<file path="src/rtl/prog_loader_pkg.sv">
// Shared types and constants for the Hack CPU boot/reload sequencer.
package prog_loader_pkg;

  localparam int SUM_W   = 16;
  localparam int STATE_W = 3;

  typedef enum logic [STATE_W-1:0] {
    ST_IDLE    = 3'd0,
    ST_LOAD    = 3'd1,
    ST_CHECK   = 3'd2,
    ST_RELEASE = 3'd3,
    ST_RUN     = 3'd4,
    ST_ERR     = 3'd5
  } state_t;

endpackage

</file>
<file path="src/rtl/prog_loader.sv">
// Boot/reload sequencer: streams words into the instruction ROM, then releases CPU reset.
// Optional checksum verification is enabled with `define PROG_LOADER_CHECKSUM_EN.
module prog_loader
  import prog_loader_pkg::*;
#(
  parameter int ADDR_W      = 15,
  parameter int HOLD_CYCLES = 4
) (
  input  logic              clk,
  input  logic              reset,
  input  logic              start,
  input  logic [ADDR_W:0]   len,
  input  logic [SUM_W-1:0]  exp_sum,
  input  logic              s_valid,
  input  logic [15:0]       s_data,
  output logic              s_ready,
  output logic              rom_we,
  output logic [ADDR_W-1:0] rom_addr,
  output logic [15:0]       rom_wdata,
  output logic              cpu_reset,
  output logic              busy,
  output logic              done,
  output logic              err
);

  localparam int HOLD_W = $clog2(HOLD_CYCLES + 1);
  localparam logic [ADDR_W:0] MAX_LEN = {1'b1, {ADDR_W{1'b0}}};
  localparam logic [ADDR_W:0] ONE     = {{ADDR_W{1'b0}}, 1'b1};

  state_t state_reg, state_next;

  logic [ADDR_W:0]   count_reg;
  logic [ADDR_W:0]   len_reg;
  logic [HOLD_W-1:0] hold_reg;
  logic              rom_we_reg;
  logic [ADDR_W-1:0] rom_addr_reg;
  logic [15:0]       rom_wdata_reg;
  logic              done_reg;

  logic accept;
  logic last_beat;
  logic start_ok;
  logic hold_done;

  // s_ready is a pure function of state so the source never sees a loop through s_valid.
  assign s_ready   = (state_reg == ST_LOAD);
  assign accept    = s_ready && s_valid;
  assign last_beat = accept && (count_reg == len_reg - ONE);
  assign start_ok  = start && (state_reg == ST_IDLE || state_reg == ST_RUN || state_reg == ST_ERR);
  assign hold_done = (hold_reg == HOLD_W'(HOLD_CYCLES - 1));

`ifdef PROG_LOADER_CHECKSUM_EN
  logic [SUM_W-1:0] sum_reg;
  logic [SUM_W-1:0] exp_sum_reg;
  logic             sum_ok;

  assign sum_ok = (sum_reg == exp_sum_reg);
  assign err    = (state_reg == ST_ERR);

  always_ff @(posedge clk) begin
    if (reset) begin
      sum_reg     <= '0;
      exp_sum_reg <= '0;
    end else if (start_ok) begin
      sum_reg     <= '0;
      exp_sum_reg <= exp_sum;
    end else if (accept) begin
      sum_reg <= sum_reg + s_data;
    end
  end
`else
  logic unused_exp_sum;

  assign unused_exp_sum = ^exp_sum;
  assign err            = 1'b0;
`endif

  always_comb begin
    state_next = state_reg;
    case (state_reg)
      ST_IDLE, ST_RUN, ST_ERR: begin
        if (start) state_next = (len == '0) ? ST_RELEASE : ST_LOAD;
      end
      ST_LOAD: begin
`ifdef PROG_LOADER_CHECKSUM_EN
        if (last_beat) state_next = ST_CHECK;
`else
        if (last_beat) state_next = ST_RELEASE;
`endif
      end
`ifdef PROG_LOADER_CHECKSUM_EN
      ST_CHECK: state_next = sum_ok ? ST_RELEASE : ST_ERR;
`endif
      ST_RELEASE: begin
        if (hold_done) state_next = ST_RUN;
      end
      default: state_next = ST_IDLE;
    endcase
  end

  always_ff @(posedge clk) begin
    if (reset) begin
      state_reg     <= ST_IDLE;
      count_reg     <= '0;
      len_reg       <= '0;
      hold_reg      <= '0;
      rom_we_reg    <= 1'b0;
      rom_addr_reg  <= '0;
      rom_wdata_reg <= '0;
      done_reg      <= 1'b0;
    end else begin
      state_reg  <= state_next;
      rom_we_reg <= accept;
      done_reg   <= (state_next == ST_RUN) && (state_reg != ST_RUN);
      hold_reg   <= (state_reg == ST_RELEASE) ? hold_reg + HOLD_W'(1) : '0;
      if (accept) begin
        rom_addr_reg  <= count_reg[ADDR_W-1:0];
        rom_wdata_reg <= s_data;
      end
      // Oversized requests are clamped to the ROM depth so the address never wraps.
      if (start_ok) begin
        len_reg   <= (len > MAX_LEN) ? MAX_LEN : len;
        count_reg <= '0;
      end else if (accept) begin
        count_reg <= count_reg + ONE;
      end
    end
  end

  assign rom_we    = rom_we_reg;
  assign rom_addr  = rom_addr_reg;
  assign rom_wdata = rom_wdata_reg;
  assign done      = done_reg;
  assign cpu_reset = (state_reg != ST_RUN);
  assign busy      = (state_reg == ST_LOAD) || (state_reg == ST_CHECK) || (state_reg == ST_RELEASE);

endmodule

</file>
<file path="config.mk">
export PLATFORM = sky130hd
export DESIGN_NAME = prog_loader
export DESIGN_NICKNAME = d
export VERILOG_FILES = /design/src/rtl/prog_loader_pkg.sv /design/src/rtl/prog_loader.sv
export SDC_FILE = /design/constraint.sdc
export NUM_CORES = 1
export LEC_CHECK = 0
export ABC_AREA = 1
export CORE_ASPECT_RATIO = 0.9
export CORE_MARGIN = 4
export CORE_UTILIZATION = 35
export DETAILED_ROUTE_END_ITERATION = 8
export SYNTH_ARGS = -nofsm -noshare
export SYNTH_HDL_FRONTEND = slang
export SYNTH_SLANG_ARGS = --single-unit
</file>
<file path="constraint.sdc">
create_clock -name clk -period 3.3 [get_ports clk]
set_input_delay 0.66 -clock clk [delete_from_list [all_inputs] [get_ports clk]]
set_output_delay 0.66 -clock clk [all_outputs]
set_load 0.01 [all_outputs]
</file>
==> results.ini, run 1 <==
[status]
run_status=finished, final reports clean

[yosys]
yosys-mux-area-fraction=0
synth-seq-cells=71
synth_flop_cell=sky130_fd_sc_hd__dfxtp_1
yosys.cell_types.count=35
synth-simple-area-share=0.3233
synth_instances=503
ys_seq_area_frac=0.4100
synth_top_family_by_area=simple AND/OR/NAND/NOR gates
netlist_area_um2=3467
ys_top_cells_by_count=sky130_fd_sc_hd__nand2_1 (97), sky130_fd_sc_hd__nor2_1 (83), sky130_fd_sc_hd__dfxtp_1 (71), sky130_fd_sc_hd__inv_1 (66), sky130_fd_sc_hd__o21ai_0 (34)
post_synth_main_area_contributors=sky130_fd_sc_hd__dfxtp_1 (41%), sky130_fd_sc_hd__nand2_1 (11%), sky130_fd_sc_hd__nor2_1 (9.0%), sky130_fd_sc_hd__inv_1 (7.1%), sky130_fd_sc_hd__o21ai_0 (4.9%)
yosys.area_share.xor_xnor=0.02779
mappedNetlistNets=559
async_flop_share=0
yosysWarnings=0
post_synth.cell_area_avg_um2=6.893
synthMostInstantiatedCell=sky130_fd_sc_hd__nand2_1
synth-compound-area-share=0.1223
synth-adder-area-share=0.01444
synth-edff-count=0
synth.top_cell.area_share=0.4100
yosys.area.top_type=sky130_fd_sc_hd__dfxtp_1

[timing]
final_max_slew_viol_count=0
setup_viol=0
timing.fmax_mhz=414.3
number_of_hold_violations_in_the_final_report=0
final_period_minus_worst_setup_slack_ns=2.414
tightest_slew_ns=0.5564
min_period_over_period=0.7314
timing.clock.skew_ns=0.01151
relSlewSlack=0.6280
final_sum_of_negative_setup_slack_ns=0
rsz_0062_raised_after_global_routing=no

[setup_path]
r2r.worst_path.cells=8
crit_path_top_delay_cell=sky130_fd_sc_hd__nor4_1
worstPathRequired_ns=3.57
timing.critical_path.to_type=flip-flop
crit_fanout=14
timing_worst_setup_path_type=in -> reg
reg2reg_from=state_reg[1]
stages_on_worst_setup_path=6
critical-path-max-stage-delay_ns=0.51
worstSetupStartpointType=primary input
path_delay_family=simple AND/OR/NAND/NOR gates
critical_path_arrival_ns=2.68
critical_path.cell_chain=clkdlybuf4s50_1, nor4_1, nand4_1, nand2_1, nand3_1, o21ai_0
timing.rr.end=count_reg[11]
worst-path-buf-inv=1
rrSetupSlack_ns=1.44

[worst_hold_path]
min_path_cells=1
hold_path.startpoint=hold_reg[0]
worstHoldPathType=reg -> reg
destination_of_the_worst_hold_path=hold_reg[0]

[drt]
drt_pass1_iterations=4
drcViolationCount=0
ant_nets=0
vias=3319
route.detailed.wl_per_inst_um=12.64
detail_route.wirelength_um=8863
post_drt_via_cell_ratio=4.735
drt_iter0_markers=142

[power]
power_density_nw_per_um2=453.0
leakagePower_nw=1.868
ir_drop_v=0.0001827

[flow_run]
max_cap_violations=0

[cells_and_area]
filler_cell_count=999
antenna_cells=0
layout-drive-gt1-share=0.06609
nets=626
finalInstanceArea_um2=4499
area.growth.synth_to_final_pct=29.77

[floorplan]
floorplan.die_area_um2=11560
ports=89
fp.dieW_um=112.9
initial_utilization=0.3590
chipHeight_um=102.4
core_area_um2=9657
rows=34

[global_route]
pin_count_of_the_biggest_net_entering_global_routing=48
grt_overflow_total=0
grtUsageTotal=0.1577
grt_first_pass_wirelength_um=14660
antenna_found_initial=0
vias_in_the_first_global_route=3112

[clock_network]
post-cts-setup-buffers=0
clkLatencyLatePin_ns=0.35
tritoncts.num_buffers=9
cts_tree=built
cts.hold.buffers_added=0
post_cts_resize_count=0
ctsHtreeMaxLevel=3
cts.clk_slew.worst_paths_ns=0.08
numClockSinks=71
clock_tree.root_cell=sky130_fd_sc_hd__clkbuf_8
clock_path_buffers=2

[placed_design]
dpl_cell_area_um2=4270
place.detailed.hpwl_um=6697
gp_routability_congestion=0.8366
port_buffers=71

## kinds of logic (layout without fill, tap and decap cells)
| logic type | count (synthesis) | in the layout |
|---|---|---|
| DFF | 71 | 71 |
| and+or+nand+nor | 251 | 251 |
| buffers and inverters | 87 | 159 |
| xor gates and xnor gates | 11 | 11 |
| AOI/OAI and AO/OA | 78 | 78 |
| other | 1 | 1 |
| adders and majority gates | 4 | 4 |
## report_power, final
part	internal, W	leakage (nW)	switching [W]	total [W]
sequential	0.000891	0.578	0.0000217	0.000913
clock	0.000448	0.105	0.000348	0.000797
combinational	0.000154	1.19	0.000175	0.000329
total	0.00149	1.87	0.000545	0.00204
## worst register-to-register path: cells and delay by family, from the launching register on
family / cells / cell delay, ns
buffers and inverters: 1 / 0.21
flip-flops: 1 / 0.31
AO/OA/AOI/OAI: 2 / 0.28
AND/OR/NAND/NOR: 5 / 0.94
## placed cells by master (no fill, tap or decap), types with 2 or more instances in the layout
| master | Yosys | final |
|---|---|---|
| sky130_fd_sc_hd__a211oi_1 | 4 | 4 |
| sky130_fd_sc_hd__a21oi_1 | 24 | 24 |
| sky130_fd_sc_hd__buf_4 | 1 | 4 |
| sky130_fd_sc_hd__bufinv_16 | 0 | 2 |
| sky130_fd_sc_hd__clkbuf_8 | 0 | 10 |
| sky130_fd_sc_hd__clkdlybuf4s50_1 | 0 | 71 |
| sky130_fd_sc_hd__clkinvlp_4 | 0 | 3 |
| sky130_fd_sc_hd__dfxtp_1 | 71 | 71 |
| sky130_fd_sc_hd__ha_1 | 4 | 4 |
| sky130_fd_sc_hd__inv_1 | 66 | 66 |
| sky130_fd_sc_hd__inv_2 | 2 | 2 |
| sky130_fd_sc_hd__nand2_1 | 97 | 97 |
| sky130_fd_sc_hd__nand2_2 | 2 | 2 |
| sky130_fd_sc_hd__nand3_1 | 31 | 31 |
| sky130_fd_sc_hd__nand3_2 | 2 | 2 |
| sky130_fd_sc_hd__nand3b_1 | 6 | 6 |
| sky130_fd_sc_hd__nand4_1 | 4 | 4 |
| sky130_fd_sc_hd__nor2_1 | 83 | 83 |
| sky130_fd_sc_hd__nor2_2 | 5 | 5 |
| sky130_fd_sc_hd__nor2_4 | 3 | 3 |
| sky130_fd_sc_hd__nor3_1 | 10 | 10 |
| sky130_fd_sc_hd__nor4_1 | 3 | 3 |
| sky130_fd_sc_hd__o21ai_0 | 34 | 34 |
| sky130_fd_sc_hd__o22ai_1 | 13 | 13 |
| sky130_fd_sc_hd__xnor2_1 | 4 | 4 |
| sky130_fd_sc_hd__xor2_1 | 7 | 7 |
## area by class of cell
type,count,area [µm²],share of cell area
clock inverters,6,91.34,0.02030
clock buffers,10,137.6,0.03059
repair buffers,75,740.7,0.1646
inverters,68,255.2,0.05673
multi-input cells,345,1695,0.3768
well taps,126,157.7,0.03504
flip-flops and latches,71,1421,0.3159
## per-layer routing
layer / global-route usage / share of wire / routed length [µm]
met1: 0.2027 / 0.46 / 4034
met2: 0.2659 / 0.48 / 4294
met3: 0.03197 / 0.045 / 399
met4: 0.05453 / 0.015 / 135
met5: 0 / 0 / 0
## metrics by stage
step | util | worst slack, ns | power, W | instances | hold WS (ns)
after global routing | 0.4659 | 0.6745 | 0.002146 | 701 | 0.4559
after CTS | 0.4659 | 0.8945 | 0.002064 | 701 | 0.4340
after floorplan | - | 1.708 | 0.001125 | 503 | 0.3990
after global placement | 0.4422 | 0.5411 | 0.001257 | 685 | 0.4076
after detailed placement | 0.4422 | 0.5155 | 0.001263 | 685 | 0.4216
final | 0.4659 | 0.8865 | 0.002038 | 701 | 0.4243
## how the worst max path moves through the flow
stage	start	end	slack, ns
detailed placement	len[0]	len_reg[7]	0.52
global placement	len[0]	len_reg[7]	0.54
floorplan	reset	len_reg[5]	1.71
global route	len[0]	len_reg[7]	0.67
CTS	len[0]	len_reg[7]	0.89
finish	len[0]	len_reg[7]	0.89
(Power assumes the default switching activity.)
==> run 2: changes to the inputs <==
==> constraint.sdc (replaced) <==
create_clock -name clk -period 2.5 [get_ports clk]
set_input_delay 0.5 -clock clk [delete_from_list [all_inputs] [get_ports clk]]
set_output_delay 0.5 -clock clk [all_outputs]
set_load 0.01 [all_outputs]
==> results.ini, run 2 (same netlist as run 1, synthesis figures left out) <==
[status]
run_status=finished, final reports clean

[timing]
final_max_slew_viol_count=0  ; unchanged
final_sum_of_negative_setup_slack_ns=0  ; unchanged
timing.hold.ws_ns=0.4334  ; +0.009130 ns
final_period_minus_worst_setup_slack_ns=2.065
number_of_hold_violations_in_the_final_report=0  ; unchanged
tightest_slew_ns=0.5629  ; +0.006477 ns
setup_viol=0  ; unchanged
rsz_0062_raised_after_global_routing=no
min_period_over_period=0.8258
relSlewSlack=0.6213  ; -0.006739
timing.fmax_mhz=484.4
timing.clock.skew_ns=0.007613  ; -0.003899 ns

[clock_network]
clkLatencyLatePin_ns=0.34  ; about the same
cts.clk_slew.worst_paths_ns=0.08  ; about the same
clock_tree.root_cell=sky130_fd_sc_hd__clkbuf_8
numClockSinks=71  ; unchanged
tritoncts.num_buffers=9  ; unchanged
cts.hold.buffers_added=0  ; unchanged
post-cts-setup-buffers=0  ; unchanged
cts_tree=built
ctsHtreeMaxLevel=3  ; unchanged
post_cts_resize_count=0  ; unchanged
clock_path_buffers=2  ; unchanged

[setup_path]
timing_worst_setup_path_type=reg -> out
timing.critical_path.to_type=primary output
worstSetupStartpointType=flip-flop
crit_path_top_delay_cell=sky130_fd_sc_hd__clkdlybuf4s50_1
crit_fanout=8  ; -6
path_delay_family=buffers and inverters
critical_path_arrival_ns=1.56  ; -1.12 ns
critical-path-max-stage-delay_ns=0.56  ; +0.05 ns
worst-path-buf-inv=2  ; +1
worstPathRequired_ns=2.00  ; -1.57 ns
critical_path.cell_chain=inv_1, a21oi_1, clkdlybuf4s50_1

[global_route]
grtUsageTotal=0.1510  ; -0.006710
grt_first_pass_wirelength_um=13990  ; -4.5%
vias_in_the_first_global_route=2899  ; -6.8%
grt_overflow_total=0  ; unchanged
antenna_found_initial=0  ; unchanged
pin_count_of_the_biggest_net_entering_global_routing=48  ; unchanged

[drt]
met3_wirelength_um=302  ; -24%
route.met2.wl_um=4207  ; -2.0%
detail_route.wirelength_um=8743  ; -1.4%
ant_nets=0  ; unchanged
drt_pass1_iterations=4  ; unchanged
top_layer_used=met4
vias=3267  ; -1.6%
drcViolationCount=0  ; unchanged
route.detailed.wl_per_inst_um=12.44  ; -1.6%
post_drt_via_cell_ratio=4.647  ; -1.8%
wl_met1_um=4116  ; +2.0%
drt_iter0_markers=112  ; -21%

[floorplan]
initial_utilization=0.3590  ; unchanged
floorplan.die_area_um2=11560  ; unchanged
ports=89  ; unchanged
core_area_um2=9657  ; unchanged
rows=34  ; unchanged
chipHeight_um=102.4  ; unchanged
fp.dieW_um=112.9  ; unchanged

[power]
ir_drop_v=0.0002127  ; +16%
leakagePower_nw=1.857  ; -0.62%
power_density_nw_per_um2=553.4  ; +22%

[flow_run]
max_cap_violations=0  ; unchanged

[placed_design]
place.detailed.hpwl_um=6704  ; about the same
placedCellCount=687  ; +0.29%
port_buffers=71  ; unchanged
gp_routability_congestion=0.8403  ; +0.44%

[cells_and_area]
antenna_cells=0  ; unchanged
nets=628  ; +0.32%
layout.cells.most_common=sky130_fd_sc_hd__nand2_1
instances_no_fill=703  ; +0.29%
area.growth.synth_to_final_pct=28.87
final_cell_mix=sky130_fd_sc_hd__nand2_1 (97), sky130_fd_sc_hd__nor2_1 (83), sky130_fd_sc_hd__dfxtp_1 (71), sky130_fd_sc_hd__clkdlybuf4s50_1 (71), sky130_fd_sc_hd__inv_1 (66)
layout-drive-gt1-share=0.06932  ; +0.003237

[worst_hold_path]
worstHoldPathType=reg -> reg

[run 2: cell count changes in the layout (fill, tap and decap cells not counted)]
cell / delta
sky130_fd_sc_hd__buf_4: +2
sky130_fd_sc_hd__bufinv_16: -2
sky130_fd_sc_hd__clkinv_2: +1
sky130_fd_sc_hd__clkinv_4: +1
[run 2: worst register-to-register path, delay by kind of cell (launching register included)]
kind,cells,cell delay [ns]
AOI/OAI and AO/OA,1,0.12
adders and majority gates,1,0.31
buffers and inverters,1,0.12
DFF,1,0.34
and+or+nand+nor,9,0.81
[run 2: report_power, final]
part / internal, W / switching (W)
logic: 0.000205 / 0.000229
registers: 0.00118 / 0.0000277
clock network: 0.000390 / 0.000445
[run 2: stage by stage]
| stage | setup WS (ns) | total power [W] | area (µm²) | utilization |
|---|---|---|---|---|
| 2_1_floorplan | 1.018 | 0.001485 | 3467 | - |
| 3_3_place_gp | 0.1986 | 0.001661 | 4285 | 0.4438 |
| 3_5_place_dp | 0.1398 | 0.001667 | 4285 | 0.4438 |
| 4_1_cts | 0.4108 | 0.002516 | 4468 | 0.4627 |
| 5_1_grt | 0.2788 | 0.002623 | 4468 | 0.4627 |
| 6_report | 0.4355 | 0.002472 | 4468 | 0.4627 |
[run 2: layer usage]
| metal | GRT usage | vias up |
|---|---|---|
| li1 | - | 1742 |
| met1 | 0.2045 | 1458 |
| met2 | 0.2436 | 57 |
| met3 | 0.02724 | 10 |
| met4 | 0.05268 | 0 |
| met5 | 0 | - |
[run 2: worst paths after layout]
kind | to | from | cells past startpoint | slack [ns]
min reg2reg | hold_reg[0] | hold_reg[0] | 1 | 0.43
max reg2reg | state_reg[1] | len_reg[0] | 12 | 0.72
max | busy | state_reg[1] | 3 | 0.44
min | hold_reg[0] | hold_reg[0] | 1 | 0.43
[run 2: layout make-up]
cell class | instances | area, µm²
multi-input combinational | 345 | 1695
tap | 126 | 157.7
clock inverter | 6 | 45.04
fill | 1022 | 5189
clock buffer | 10 | 137.6
timing repair buffer | 77 | 755.7
inverter | 68 | 255.2
sequential | 71 | 1421
